===== src/rtl/alu_pkg.sv =====
// Shared definitions for the multicycle ALU:
// opcodes, FSM state encoding and the overflow helper.
package alu_pkg;

  localparam logic [3:0] OP_AND  = 4'b0000;
  localparam logic [3:0] OP_OR   = 4'b0001;
  localparam logic [3:0] OP_ADD  = 4'b0010;
  localparam logic [3:0] OP_SLT  = 4'b0011;
  localparam logic [3:0] OP_XOR  = 4'b0100;
  localparam logic [3:0] OP_NOR  = 4'b0101;
  localparam logic [3:0] OP_SUB  = 4'b0110;
  localparam logic [3:0] OP_SLTU = 4'b0111;
  localparam logic [3:0] OP_MUL  = 4'b1000;
  localparam logic [3:0] OP_SLL  = 4'b1001;
  localparam logic [3:0] OP_SRL  = 4'b1010;
  localparam logic [3:0] OP_SRA  = 4'b1011;

  typedef enum logic [1:0] {
    IDLE  = 2'd0,
    MULT  = 2'd1,
    SHIFT = 2'd2,
    DONE  = 2'd3
  } state_t;

  // Signed overflow: operands agree in sign, result does not.
  function automatic logic ovf_calc(
    input logic sa,
    input logic sb,
    input logic sr
  );
    return (sa == sb) && (sr != sa);
  endfunction

endpackage


===== src/rtl/alu_nbit_comb.sv =====
// Combinational WIDTH-bit datapath for the single-cycle
// logic, add/sub and set-less-than operations.
module alu_nbit_comb
  import alu_pkg::*;
#(
  parameter int WIDTH = 32
) (
  input  logic [WIDTH-1:0] a,
  input  logic [WIDTH-1:0] b,
  input  logic [3:0]       op,
  output logic [WIDTH-1:0] result,
  output logic             carry,
  output logic             overflow
);

  logic             inv_b;
  logic [WIDTH-1:0] bx;
  logic [WIDTH:0]   sum;
  logic             ovf_raw;
  logic             less_s;
  logic             less_u;

  // SUB and both compares share the invert-B adder path.
  assign inv_b = (op == OP_SUB) || (op == OP_SLT) ||
                 (op == OP_SLTU);
  assign bx    = inv_b ? ~b : b;
  assign sum   = {1'b0, a} + {1'b0, bx} +
                 {{WIDTH{1'b0}}, inv_b};

  assign ovf_raw = ovf_calc(a[WIDTH-1], bx[WIDTH-1],
                            sum[WIDTH-1]);
  assign less_s  = sum[WIDTH-1] ^ ovf_raw;
  assign less_u  = ~sum[WIDTH];

  // Result select; carry/overflow exposed only for ADD/SUB.
  always_comb begin
    result   = '0;
    carry    = 1'b0;
    overflow = 1'b0;
    unique case (op)
      OP_AND:  result = a & b;
      OP_OR:   result = a | b;
      OP_XOR:  result = a ^ b;
      OP_NOR:  result = ~(a | b);
      OP_ADD, OP_SUB: begin
        result   = sum[WIDTH-1:0];
        carry    = sum[WIDTH];
        overflow = ovf_raw;
      end
      OP_SLT:  result = {{(WIDTH-1){1'b0}}, less_s};
      OP_SLTU: result = {{(WIDTH-1){1'b0}}, less_u};
      default: result = '0;
    endcase
  end

endmodule


===== src/rtl/alu_multiciclo.sv =====
// N-bit ALU with start/done handshake; MUL and shifts
// iterate one step per cycle, everything else is one cycle.
module alu_multiciclo
  import alu_pkg::*;
#(
  parameter int WIDTH = 32
) (
  input  logic             clk_i,
  input  logic             rst_i,
  input  logic             start_i,
  input  logic [3:0]       op_i,
  input  logic [WIDTH-1:0] a_i,
  input  logic [WIDTH-1:0] b_i,
  output logic [WIDTH-1:0] result_o,
  output logic             zero_o,
  output logic             carry_o,
  output logic             overflow_o,
  output logic             illegal_o,
  output logic             busy_o,
  output logic             done_o
);

  localparam int SHW = $clog2(WIDTH);

  state_t           state;
  logic [3:0]       op_q;
  logic [WIDTH-1:0] acc;
  logic [WIDTH-1:0] mcand;
  logic [WIDTH-1:0] mplier;
  logic [WIDTH-1:0] work;
  logic [SHW:0]     cnt;

  logic [WIDTH-1:0] c_res;
  logic             c_carry;
  logic             c_ovf;
  logic [SHW-1:0]   shamt;
  logic [WIDTH-1:0] mul_next;
  logic [WIDTH-1:0] shift_next;
  logic             last;

  alu_nbit_comb #(
    .WIDTH (WIDTH)
  ) u_comb (
    .a        (a_i),
    .b        (b_i),
    .op       (op_i),
    .result   (c_res),
    .carry    (c_carry),
    .overflow (c_ovf)
  );

  assign shamt    = b_i[SHW-1:0];
  assign mul_next = acc + (mplier[0] ? mcand : '0);
  assign last     = (cnt == {{SHW{1'b0}}, 1'b1});
  assign busy_o   = (state != IDLE);

  // One-bit step of the latched shift operation.
  always_comb begin
    shift_next = work;
    case (op_q)
      OP_SLL:  shift_next = work << 1;
      OP_SRL:  shift_next = work >> 1;
      default: shift_next = {work[WIDTH-1], work[WIDTH-1:1]};
    endcase
  end

  // Control FSM with registered result, flags and done pulse.
  always_ff @(posedge clk_i or posedge rst_i) begin
    if (rst_i) begin
      state      <= IDLE;
      op_q       <= '0;
      acc        <= '0;
      mcand      <= '0;
      mplier     <= '0;
      work       <= '0;
      cnt        <= '0;
      result_o   <= '0;
      zero_o     <= 1'b0;
      carry_o    <= 1'b0;
      overflow_o <= 1'b0;
      illegal_o  <= 1'b0;
      done_o     <= 1'b0;
    end else begin
      done_o <= 1'b0;
      case (state)
        IDLE: begin
          if (start_i) begin
            op_q   <= op_i;
            mcand  <= a_i;
            mplier <= b_i;
            work   <= a_i;
            acc    <= '0;
            if (!op_i[3]) begin
              result_o   <= c_res;
              zero_o     <= (c_res == '0);
              carry_o    <= c_carry;
              overflow_o <= c_ovf;
              illegal_o  <= 1'b0;
              done_o     <= 1'b1;
              state      <= DONE;
            end else if (op_i == OP_MUL) begin
              cnt   <= (SHW+1)'(WIDTH);
              state <= MULT;
            end else if (op_i[3:2] == 2'b11) begin
              result_o   <= '0;
              zero_o     <= 1'b1;
              carry_o    <= 1'b0;
              overflow_o <= 1'b0;
              illegal_o  <= 1'b1;
              done_o     <= 1'b1;
              state      <= DONE;
            end else if (shamt == '0) begin
              result_o   <= a_i;
              zero_o     <= (a_i == '0);
              carry_o    <= 1'b0;
              overflow_o <= 1'b0;
              illegal_o  <= 1'b0;
              done_o     <= 1'b1;
              state      <= DONE;
            end else begin
              cnt   <= {1'b0, shamt};
              state <= SHIFT;
            end
          end
        end
        MULT: begin
          acc    <= mul_next;
          mcand  <= mcand << 1;
          mplier <= mplier >> 1;
          cnt    <= cnt - 1'b1;
          if (last) begin
            result_o   <= mul_next;
            zero_o     <= (mul_next == '0);
            carry_o    <= 1'b0;
            overflow_o <= 1'b0;
            illegal_o  <= 1'b0;
            done_o     <= 1'b1;
            state      <= DONE;
          end
        end
        SHIFT: begin
          work <= shift_next;
          cnt  <= cnt - 1'b1;
          if (last) begin
            result_o   <= shift_next;
            zero_o     <= (shift_next == '0);
            carry_o    <= 1'b0;
            overflow_o <= 1'b0;
            illegal_o  <= 1'b0;
            done_o     <= 1'b1;
            state      <= DONE;
          end
        end
        DONE:    state <= IDLE;
        default: state <= IDLE;
      endcase
    end
  end

endmodule


===== config.mk =====
export PLATFORM = sky130hd
export DESIGN_NAME = alu_multiciclo
export DESIGN_NICKNAME = d
export VERILOG_FILES = /design/src/rtl/alu_pkg.sv /design/src/rtl/alu_nbit_comb.sv /design/src/rtl/alu_multiciclo.sv
export SDC_FILE = /design/constraint.sdc
export NUM_CORES = 1
export LEC_CHECK = 0
export CORE_ASPECT_RATIO = 1.25
export CORE_MARGIN = 3
export CORE_UTILIZATION = 35
export CTS_CLUSTER_SIZE = 40
export DETAILED_ROUTE_END_ITERATION = 6
export SLEW_MARGIN = 20
export SYNTH_ARGS = -nofsm -noshare
export SYNTH_HDL_FRONTEND = slang
export SYNTH_SLANG_ARGS = --single-unit

===== constraint.sdc =====
create_clock -name clk_i -period 18.1 [get_ports clk_i]
set_clock_uncertainty 0.1 [all_clocks]
set_input_delay 2.715 -clock clk_i [delete_from_list [all_inputs] [get_ports clk_i]]
set_output_delay 2.715 -clock clk_i [all_outputs]
set_load 0.1 [all_outputs]

==> metrics <==
outcome=complete, no violations; postcts setup bufs=0; Critical Path Source Type=primary input; worst vdd ir=0.07536 mV; largest family of logic cells by synthesized area=compound AO/OA/AOI/OAI gates; clk_lat worst skew=0.46 ns; Lkg Pwr=7.377 nW; WP data required=18.36 ns; Yosys reg bits=177; Final Util=40.66%; 1st-pass router iterations=6; average wire per standard cell=20.67 µm; Filler cells=4,240; Port Buf Inserts=108; GRT Residual Overflow=0; yosys warns=0; crit-path max FO=27; Area Overhead vs Synth=14.39%; Distinct cells, synth=68; Initial DRC Count=1,476; Ant. Diodes=0; Mapped Avg Cell Area=8.291 µm²; area taken by multi-input logic gates=0.009851 mm²; Layout Cells excl Fill=2,412; CTS buffer count=17; unrepaired setup endpoints after global routing=false; Min-Delay Endpoint=result_o[8]; Fin. Hold Viols=0; Vias=13,800; hold path cells=2; placed cell area=0.01655 mm²; Slew HR=24.22%; CTS Root Cell=clkbuf_16; Antenna Nets Post-Route=0; DR vias/cell=5.721; detailed-route wire length=49.86 mm; initial antenna violation count=0; CTS tree=done; Worst-path clk slew=0.08 ns; crit end category=register; Post-Synth Adder-Cell Area=11.46%; post-synthesis sequential area ratio=29.56%; Resize count post-CTS=0; Worst Max-Slew Pin Slew=1.108 ns; Finished Cell Area=0.01714 mm²; crit path DAT=8.20 ns; first-pass GRT wire length=77.64 mm; GRT Total Usage=21.84%; Setup violations, final=0; final net count=2,047; Hold Path Class=register to register; post-synth top area cell=dfrtp_1; worst reg2reg path depth=14; dpl cells=2,379; I/O Pins=109; Die W=191.1 µm; Reg area=0.004429 mm²; Clock Path Buffers=2; Worst Setup SP=op_i[2]; post-synthesis simple-gate area fraction=15.58%; FF-to-FF End=zero_o; DP Wirelength=37.46 mm; largest net degree at the start of global routing=118; Die Span Y=237.3 µm; Netlist Area Pre-Place=0.01498 mm²; share of layout cells above drive strength 1=4.317%; number of global-route vias before repair=13,360; post-synthesis xor/xnor area fraction=5.904%; setup TNS=0 ns; CTS sink count=177; Async S/R FF share, synth=100.0%; Post-Synthesis Cells=1,807; Initial Util=35.55%; mux contribution to synthesized area=6.990%; fin crit period=7.936 ns; die area=0.04534 mm²; Site Rows=84; total core area=0.04215 mm²; hold-fix buffer count after cts=0; Syn Nets=2,014; # DRC=0; Design Power=2.601 mW; gp weighted congestion=0.9169; Power Dens Cells=151.8 mW/mm²; post-route clock period utilization=43.85%; synth top area cells=dfrtp_1 (30%), ha_1 (11%), mux2i_1 (6.6%); flop-to-flop setup slack=12.41 ns; HP Start=result_o[8]; number of flops mapped to enable cells by yosys=0; Yosys top cell area share=29.56%; RR Startpoint=mplier[0]; Setup CP Type=primary input to register; maximum clock frequency=0.1260 GHz; ys flop type=dfrtp_1; complex-gate fraction of the synthesized area=25.31%; H-tree Lvls=4; max-slew violations=0; max_cap viols=0
cells by family after synthesis:
group,after synthesis
compound gates,591
simple gates,491
buf+inv,207
flops,177
fa+ha+maj,136
mux,104
xor+xnor,101
layout by cell type (no fill, tap or decap), types with 17 or more instances in the layout:
cell type        netlist  layout
mux2i_1               99      99
nand2_1              239     239
nand3_1               20      20
nor4_1                18      18
xor2_1                25      25
nand4_1               18      18
o31ai_1               21      21
a32o_1                18      18
dfrtp_1              177     177
nor3_1                24      22
xnor2_1               76      76
ha_1                 134     132
o21ai_0              193     193
nand2b_1              27      27
a31oi_1               19      19
nor2_1                61      58
inv_1                 95      94
buf_4                  0      17
a211oi_1              20      20
clkdlybuf4s50_1        0     108
a21boi_0              26      25
a22o_1                33      33
clkbuf_16              0      17
and2_1                36      36
a21o_1                31      31
a21oi_1              137     137
worst max-delay path by stage:
| stage | to | cells after the start |
|---|---|---|
| finish | zero_o | 19 |
| global route | zero_o | 19 |
| CTS | zero_o | 19 |
| detailed placement | zero_o | 19 |
| global placement | zero_o | 19 |
| floorplan | acc[0] | 1 |
registers in the layout (all words and copies together), names as in the netlist:
signal	flops
acc	32
mcand	32
mplier	32
result_o	32
work	32
cnt	6
op_q	4
state	2
carry_o	1
done_o	1
illegal_o	1
overflow_o	1
zero_o	1
where the power goes:
part           switching [mW]  internal [mW]
registers               0.144          0.575
clock network           0.184          0.184
logic                    1.01          0.504
total                    1.34           1.26
metal layers:
layer	global-route usage (%)	wire length (µm)
met1	29.00	21980
met2	36.34	23770
met3	2.685	2406
met4	8.343	1707
met5	0	0
metrics by stage:
| step | hold slack (ns) | setup slack, ns |
|---|---|---|
| after floorplan | 0.3496 | 10.48 |
| after global placement | 0.3631 | 9.802 |
| after detailed placement | 0.3705 | 9.723 |
| after CTS | 0.3872 | 10.19 |
| after global routing | 0.4060 | 9.819 |
| final | 0.3798 | 10.16 |
synthesized netlist by cell type (27+ instances only):
library cell and instances:
nand2_1 239, o21ai_0 193, dfrtp_1 177, a21oi_1 137, ha_1 134, clkbuf_1 100
mux2i_1 99, inv_1 95, xnor2_1 76, nor2_1 61, and2_1 36, a22o_1 33
a21o_1 31, nand2b_1 27
critical path, cell delays in order:
cell,delay (ns)
clkdlybuf4s50_1,0.47
buf_4,0.37
nor2_1,0.22
nor2_4,0.47
buf_4,0.42
xnor2_1,0.19
inv_1,0.08
fa_1,0.39
nand3b_1,0.23
nand2_1,0.14
a31oi_1,0.10
a211o_1,0.33
a221oi_1,0.40
nand4_1,0.14
a2111oi_0,0.71
nand4b_1,0.22
nor4_1,0.31
a31oi_1,0.15
o41ai_2,0.07
layout make-up:
cell class / count / share of cell area, %
Clock buffer: 18 / 2.563
Multi-Input combinational cell: 1423 / 57.48
Inverter: 95 / 2.125
Sequential cell: 177 / 25.85
Clock inverter: 14 / 0.6936
Timing Repair Buffer: 126 / 7.213
Tap cell: 559 / 4.081
No activity file was read; power rests on OpenSTA's default activity.
